**src/rtl/gain_ramp_if.sv**
```systemverilog
// Avalon-MM write/readback bus between the gain ramp master and the gain block's
// coefficient slave.
interface gain_ramp_if;
  logic        wr;
  logic [31:0] wr_data;
  logic [31:0] rd_data;

  modport master (
    output wr,
    output wr_data,
    input  rd_data
  );

  modport slave (
    input  wr,
    input  wr_data,
    output rd_data
  );
endinterface

```
**src/rtl/gain_ramp.sv**
```systemverilog
// Gain coefficient ramp: walks the gain block's coefficient to a commanded target
// in bounded steps, one Avalon write every DIV sample strobes.
module gain_ramp #(
  parameter int COEF_WDT = 16,
  parameter int STEP_WDT = 16,
  parameter int DIV_WDT  = 16
) (
  input  logic                i_clk,
  input  logic                i_reset,
  input  logic                i_cmd_st,
  input  logic [COEF_WDT-1:0] i_cmd_target,
  input  logic [STEP_WDT-1:0] i_cmd_step,
  input  logic [DIV_WDT-1:0]  i_cmd_div,
  input  logic                i_sample_st,
  gain_ramp_if.master         avm,
  output logic                o_busy,
  output logic                o_done
);

  if ((COEF_WDT % 2) != 0 || COEF_WDT > 32 || COEF_WDT < 2 || STEP_WDT > COEF_WDT) begin : g_param_check
    $error("gain_ramp: COEF_WDT must be even and <= 32, STEP_WDT <= COEF_WDT");
  end

  typedef enum logic [2:0] {
    S_IDLE  = 3'd0,
    S_LOAD  = 3'd1,
    S_WAIT  = 3'd2,
    S_WRITE = 3'd3,
    S_DONE  = 3'd4
  } state_t;

  state_t              r_state;
  state_t              w_state_nxt;
  logic [COEF_WDT-1:0] r_target;
  logic [STEP_WDT-1:0] r_step;
  logic [DIV_WDT-1:0]  r_div;
  logic [COEF_WDT-1:0] r_cur;
  logic [DIV_WDT-1:0]  r_cnt;
  logic                r_avm_wr;
  logic [COEF_WDT-1:0] r_avm_wr_data;
  logic                r_busy;
  logic                r_done;

  logic [DIV_WDT-1:0]  w_div_eff;
  logic [DIV_WDT:0]    w_cnt_inc;
  logic                w_div_hit;
  logic [COEF_WDT:0]   w_cur_x;
  logic [COEF_WDT:0]   w_tgt_x;
  logic [COEF_WDT:0]   w_step_x;
  logic [COEF_WDT:0]   w_sum;
  logic [COEF_WDT:0]   w_diff;
  logic [COEF_WDT-1:0] w_next;
  logic [COEF_WDT-1:0] w_rd_coef;
  logic                w_unused_rd;

  assign w_rd_coef   = avm.rd_data[COEF_WDT-1:0];
  assign w_unused_rd = ^avm.rd_data;

  // A divider of zero behaves as one: every sample strobe triggers an update.
  assign w_div_eff = (r_div == {DIV_WDT{1'b0}}) ? DIV_WDT'(1) : r_div;
  assign w_cnt_inc = {1'b0, r_cnt} + (DIV_WDT + 1)'(1);
  assign w_div_hit = (w_cnt_inc >= {1'b0, w_div_eff});

  // One extra bit keeps cur+step and cur-target from wrapping at the rails.
  assign w_cur_x  = {1'b0, r_cur};
  assign w_tgt_x  = {1'b0, r_target};
  assign w_step_x = (COEF_WDT + 1)'(r_step);
  assign w_sum    = w_cur_x + w_step_x;
  assign w_diff   = w_cur_x - w_tgt_x;

  always_comb begin
    w_next = r_target;
    if (r_step == {STEP_WDT{1'b0}}) begin
      w_next = r_target;
    end else if (r_cur < r_target) begin
      w_next = (w_sum >= w_tgt_x) ? r_target : w_sum[COEF_WDT-1:0];
    end else if (r_cur > r_target) begin
      w_next = (w_diff <= w_step_x) ? r_target : (r_cur - COEF_WDT'(r_step));
    end else begin
      w_next = r_target;
    end
  end

  always_comb begin
    w_state_nxt = r_state;
    case (r_state)
      S_IDLE: begin
        if (i_cmd_st) w_state_nxt = S_LOAD;
        else          w_state_nxt = S_IDLE;
      end
      S_LOAD: begin
        if (w_rd_coef == r_target) w_state_nxt = S_DONE;
        else                       w_state_nxt = S_WAIT;
      end
      S_WAIT: begin
        if (i_sample_st && w_div_hit) w_state_nxt = S_WRITE;
        else                          w_state_nxt = S_WAIT;
      end
      S_WRITE: begin
        if (w_next == r_target) w_state_nxt = S_DONE;
        else                    w_state_nxt = S_WAIT;
      end
      S_DONE:  w_state_nxt = S_IDLE;
      default: w_state_nxt = S_IDLE;
    endcase
  end

  // Outputs are registered from the next state so they line up with the state they describe.
  always_ff @(posedge i_clk) begin
    if (i_reset) begin
      r_state       <= S_IDLE;
      r_target      <= {COEF_WDT{1'b0}};
      r_step        <= {STEP_WDT{1'b0}};
      r_div         <= {DIV_WDT{1'b0}};
      r_cur         <= {COEF_WDT{1'b0}};
      r_cnt         <= {DIV_WDT{1'b0}};
      r_avm_wr      <= 1'b0;
      r_avm_wr_data <= {COEF_WDT{1'b0}};
      r_busy        <= 1'b0;
      r_done        <= 1'b0;
    end else begin
      r_state  <= w_state_nxt;
      r_avm_wr <= (w_state_nxt == S_WRITE);
      r_busy   <= (w_state_nxt != S_IDLE);
      r_done   <= (w_state_nxt == S_DONE);
      if (w_state_nxt == S_WRITE) begin
        r_avm_wr_data <= w_next;
      end else begin
        r_avm_wr_data <= r_avm_wr_data;
      end
      case (r_state)
        S_IDLE: begin
          if (i_cmd_st) begin
            r_target <= i_cmd_target;
            r_step   <= i_cmd_step;
            r_div    <= i_cmd_div;
          end else begin
            r_target <= r_target;
          end
        end
        S_LOAD: begin
          r_cur <= w_rd_coef;
          r_cnt <= {DIV_WDT{1'b0}};
        end
        S_WAIT: begin
          if (i_sample_st) r_cnt <= w_cnt_inc[DIV_WDT-1:0];
          else             r_cnt <= r_cnt;
        end
        S_WRITE: begin
          r_cur <= w_next;
          r_cnt <= {DIV_WDT{1'b0}};
        end
        default: begin
          r_cnt <= r_cnt;
        end
      endcase
    end
  end

  assign avm.wr      = r_avm_wr;
  assign avm.wr_data = 32'(r_avm_wr_data);
  assign o_busy      = r_busy;
  assign o_done      = r_done;

endmodule
```
**src/flat_wrapper.sv**
```systemverilog
// flat-port wrapper written by rule: the top's interface ports become plain ports
module gain_ramp_flat 
#(
  parameter int COEF_WDT = 16,
  parameter int STEP_WDT = 16,
  parameter int DIV_WDT  = 16
)
  (i_clk, i_reset, i_cmd_st, i_cmd_target, i_cmd_step, i_cmd_div, i_sample_st, o_busy, o_done, avm_wr, avm_wr_data, avm_rd_data);
  gain_ramp_if avm_i ();
  input  logic i_clk;
  input  logic i_reset;
  input  logic i_cmd_st;
  input  logic [COEF_WDT-1:0] i_cmd_target;
  input  logic [STEP_WDT-1:0] i_cmd_step;
  input  logic [DIV_WDT-1:0] i_cmd_div;
  input  logic i_sample_st;
  output logic o_busy;
  output logic o_done;
  output wire logic [$bits(avm_i.wr)-1:0] avm_wr;
  output wire logic [$bits(avm_i.wr_data)-1:0] avm_wr_data;
  input wire logic [$bits(avm_i.rd_data)-1:0] avm_rd_data;
  assign avm_wr = avm_i.wr;
  assign avm_wr_data = avm_i.wr_data;
  assign avm_i.rd_data = avm_rd_data;
  gain_ramp #(.COEF_WDT(COEF_WDT), .STEP_WDT(STEP_WDT), .DIV_WDT(DIV_WDT)) u_core (.i_clk(i_clk), .i_reset(i_reset), .i_cmd_st(i_cmd_st), .i_cmd_target(i_cmd_target), .i_cmd_step(i_cmd_step), .i_cmd_div(i_cmd_div), .i_sample_st(i_sample_st), .avm(avm_i), .o_busy(o_busy), .o_done(o_done));
endmodule
```
**config.mk**
```make
export PLATFORM = sky130hd
export DESIGN_NAME = gain_ramp_flat
export DESIGN_NICKNAME = d
export VERILOG_FILES = /design/src/rtl/gain_ramp_if.sv /design/src/rtl/gain_ramp.sv /design/src/flat_wrapper.sv
export SDC_FILE = /design/constraint.sdc
export NUM_CORES = 1
export LEC_CHECK = 0
export CELL_PAD_IN_SITES_DETAIL_PLACEMENT = 1
export CELL_PAD_IN_SITES_GLOBAL_PLACEMENT = 2
export CORE_MARGIN = 10
export CORE_UTILIZATION = 38
export DETAILED_ROUTE_END_ITERATION = 12
export DONT_BUFFER_PORTS = 1
export GPL_ROUTABILITY_DRIVEN = 0
export PLACE_DENSITY = 0.93
export SLEW_MARGIN = 20
export SYNTH_ARGS = -nofsm -noshare
export SYNTH_HDL_FRONTEND = slang
export SYNTH_SLANG_ARGS = --single-unit
```
**constraint.sdc**
```tcl
create_clock -name i_clk -period 7.2 [get_ports i_clk]
set_input_delay 0.72 -clock i_clk [delete_from_list [all_inputs] [get_ports i_clk]]
set_output_delay 0.72 -clock i_clk [all_outputs]
set_load 0.02 [all_outputs]
```
==> results_dict.tcl <==
set metrics [dict create \
    run_status "complete, no violations" \
    drive_gt1_frac 0.0398 \
    slew_violations 0 \
    power_frac_clock 0.197 \
    min_period_ns 5.96 \
    synth_common_cells "155 x nand2_1, 124 x a21oi_1, 102 x dfxtp_1" \
    cts_sinks 102 \
    arrival_ns 6.20 \
    die_h_um 175 \
    synth_flop_cell "dfxtp_1" \
    r2r_cells 25 \
    dpl-instance-area_um2 9220 \
    mappedNetlistArea_um2 9090 \
    leakage_nw 4.11 \
    globalRouteTotalUtil 0.206 \
    hold_viol_final 0 \
    area_delta_synth_final_pct 4.74 \
    rsz0062_at_grt "no" \
    dp_slack_ns 1.35 \
    yosys.area_share.xor_xnor 0.0854 \
    die_w_um 175 \
    coreArea_um2 23500 \
    cts_root_buffer "clkbuf_16" \
    ant_nets 0 \
    clock_skew_ns 0.0145 \
    path_clk_slew_ns 0.07 \
    fin_cells 1474 \
    dp_hpwl_mm 25.5 \
    h-tree-depth 3 \
    final_nets 1333 \
    path_class "reg -> reg" \
    synth.distinct_cells 86 \
    dpl.cell_count 1458 \
    portBuffers 0 \
    ios 119 \
    rows 56 \
    cts_buffers 9 \
    fp.dieArea_um2 30500 \
    vias 8643 \
    avgRoutedWirePerCell_um 21.8 \
    gr-total-overflow 0 \
    min_from "i_reset" \
    postCtsSetupBuffers 0 \
    p_int_mw 1.35 \
    synth_seq_area_share 0.225 \
    worstMarginPinSlew_ns 1.03 \
    nFillCells 2928 \
    hp-class "in -> reg" \
    drcViolationCount 0 \
    cp_data_required_time_ns 7.44 \
    syn_avg_cell_area_um2 7.60 \
    grt_pass1_wl_mm 50.2 \
    wl_mm 32.2 \
    holdPathStages 1 \
    ys_warn_count 0 \
    via_per_inst 5.86 \
    finalCritPeriodShare 0.828 \
    p_seq_frac 0.262 \
    clock_path_buffers 2 \
    holdPathEnd "u_core.r_step[13]" \
    fmax_mhz 168 \
    insertion_delay_ns 0.37 \
    r2r_slack_ns 1.24 \
    drtPass1Iterations 5 \
    combPwrFrac 0.540 \
    start_util 0.387 \
    fin_setup_tns_ns 0 \
    ys_ff_latch 102 \
    ctsResizeCount 0 \
    power.switching_mw 1.17 \
    swShare 0.464 \
    synth_mux_area_frac 0.0310 \
    drv_cap 0 \
    cts_tree "yes" \
    r2r_end "u_core.o_busy" \
    fin_total_pwr_mw 2.52 \
    synth_edf_count 0 \
    relSlewSlack 0.312 \
    grt_max_degree 100 \
    worstSetupEndpointType "register" \
    setup_slack_ns 1.24 \
    syn_inst 1196 \
    cts.hold.buffers_added 0 \
    r2r_start "u_core.r_target[1]" \
    setup_viol 0 \
    ir_drop_uv 224 \
    cp-start-kind "register" \
    synth-simple-area-share 0.212 \
    synth-adder-area-share 0.139 \
    drt-initial-drc-count 535 \
    yosysMostFrequentCell "nand2_1" \
    antenna_found_initial 0 \
    stdcell_area_um2 9520 \
    synth_top_family_by_area "compound AO/OA/AOI/OAI gates" \
    post_synth_main_area_contributors "dfxtp_1 22%, ha_1 13%, a21oi_1 6.8%, nand2_1 6.4%, nor2_1 4.0%" \
    synth_top_area_cell "dfxtp_1" \
    synth.top_cell.area_share 0.225 \
    powerDensity_nw_per_um2 265 \
    diodes 0 \
    grt_pass1_vias 8791 \
    cp_max_fo 8 \
    synth_compound_area_frac 0.236 \
    async_flop_share 0 \
]
-- registers in the layout, summed over array words and instances (netlist names) --
| register | flops |
|---|---|
| u_core.avm.wr | 1 |
| u_core.o_busy | 1 |
| u_core.o_done | 1 |
| u_core.r_avm_wr_data | 16 |
| u_core.r_cnt | 16 |
| u_core.r_cur | 16 |
| u_core.r_div | 16 |
| u_core.r_state | 3 |
| u_core.r_step | 16 |
| u_core.r_target | 16 |
-- layout make-up --
type / instances / area [µm²] / share of cell area
Timing Repair Buffer: 8 / 60.1 / 0.00631
Inverter: 70 / 263 / 0.0276
Clock inverter: 7 / 72.6 / 0.00763
Multi-Input combinational cell: 959 / 6450 / 0.678
Tap cell: 319 / 399 / 0.0419
Clock buffer: 9 / 225 / 0.0237
Sequential cell: 102 / 2040 / 0.215
-- routing by layer --
layer / share of wire / vias to the layer above / global-route usage
met4: 0.031 / 0 / 0.0763
met1: 0.44 / 4183 / 0.265
met2: 0.44 / 273 / 0.315
li1: - / 4131 / -
met5: 0 / - / 0
met3: 0.089 / 56 / 0.0653
-- stage by stage --
step                utilization  hold slack, ns
floorplan                     -           0.436
global placement          0.393           0.446
detailed placement        0.393           0.454
CTS                       0.405           0.412
global route              0.405           0.411
finish                    0.405           0.431
-- critical path, stage by stage (launching register included) --
cell and delay [ns]:
dfxtp_1 0.51, inv_1 0.21, fa_1 0.48, a21oi_1 0.22
o21ai_1 0.13, o2bb2ai_2 0.23, o21ba_2 0.16, nor2b_1 0.05
o21ai_0 0.16, nand2b_1 0.07, a21oi_1 0.25, o21bai_1 0.10
a21oi_1 0.18, xnor2_1 0.14, ha_1 0.26, nand3_1 0.12
nor3_1 0.09, a221oi_1 0.27, a211oi_1 0.13, buf_4 0.19
o21ai_1 0.49, nor2_1 0.13, a311o_1 0.38, nor4_4 0.37
a2111oi_4 0.14, or3_1 0.38
-- worst max path at each step --
stage | start | to | slack [ns]
CTS | u_core.r_target[1] | u_core.r_cur[10] | 1.26
floorplan | u_core.r_target[1] | u_core.o_busy | 2.22
detailed placement | u_core.r_target[1] | u_core.o_busy | 1.35
global placement | u_core.r_target[0] | u_core.r_cur[7] | 1.50
finish | u_core.r_target[1] | u_core.o_busy | 1.24
global route | u_core.r_target[1] | u_core.o_busy | 0.79
-- cell families after synthesis --
group	count (synthesis)
XOR/XNOR	84
adder cells (fa/ha/maj)	99
buffers and inverters	150
AND/OR/NAND/NOR	408
other	1
AO/OA/AOI/OAI	324
flip-flops	102
multiplexers	28
-- layout by cell type (no fill, tap or decap), drive strengths merged, types with 6 or more instances in the layout --
cell / Yosys / final
and3: 17 / 17
o21a: 6 / 6
inv: 70 / 74
ha: 96 / 96
a21oi: 124 / 124
nor3: 17 / 17
nand4: 18 / 18
a211oi: 16 / 16
a21o: 18 / 18
conb: 1 / 16
clkbuf: 42 / 9
nor4: 22 / 22
a22oi: 13 / 13
nor2b: 16 / 16
xor2: 40 / 40
o211ai: 8 / 8
nand2b: 13 / 13
buf: 38 / 8
a221oi: 7 / 7
a211o: 7 / 7
dfxtp: 102 / 102
nor2: 96 / 96
o22ai: 13 / 13
xnor2: 43 / 43
mux2i: 27 / 27
and2: 6 / 6
nand3: 28 / 28
o21bai: 8 / 8
nand2: 155 / 155
o21ai: 46 / 46
-- power groups by stage --
| stage | sequential (mW) | clock, mW | combinational (mW) |
|---|---|---|---|
| after floorplan | 0.639 | 0 | 0.987 |
| after global placement | 0.670 | 0 | 1.29 |
| after detailed placement | 0.672 | 0 | 1.32 |
| after CTS | 0.659 | 0.506 | 1.34 |
| after global routing | 0.665 | 0.537 | 1.48 |
| final | 0.661 | 0.498 | 1.36 |
No activity file was read; power rests on OpenSTA's default activity.
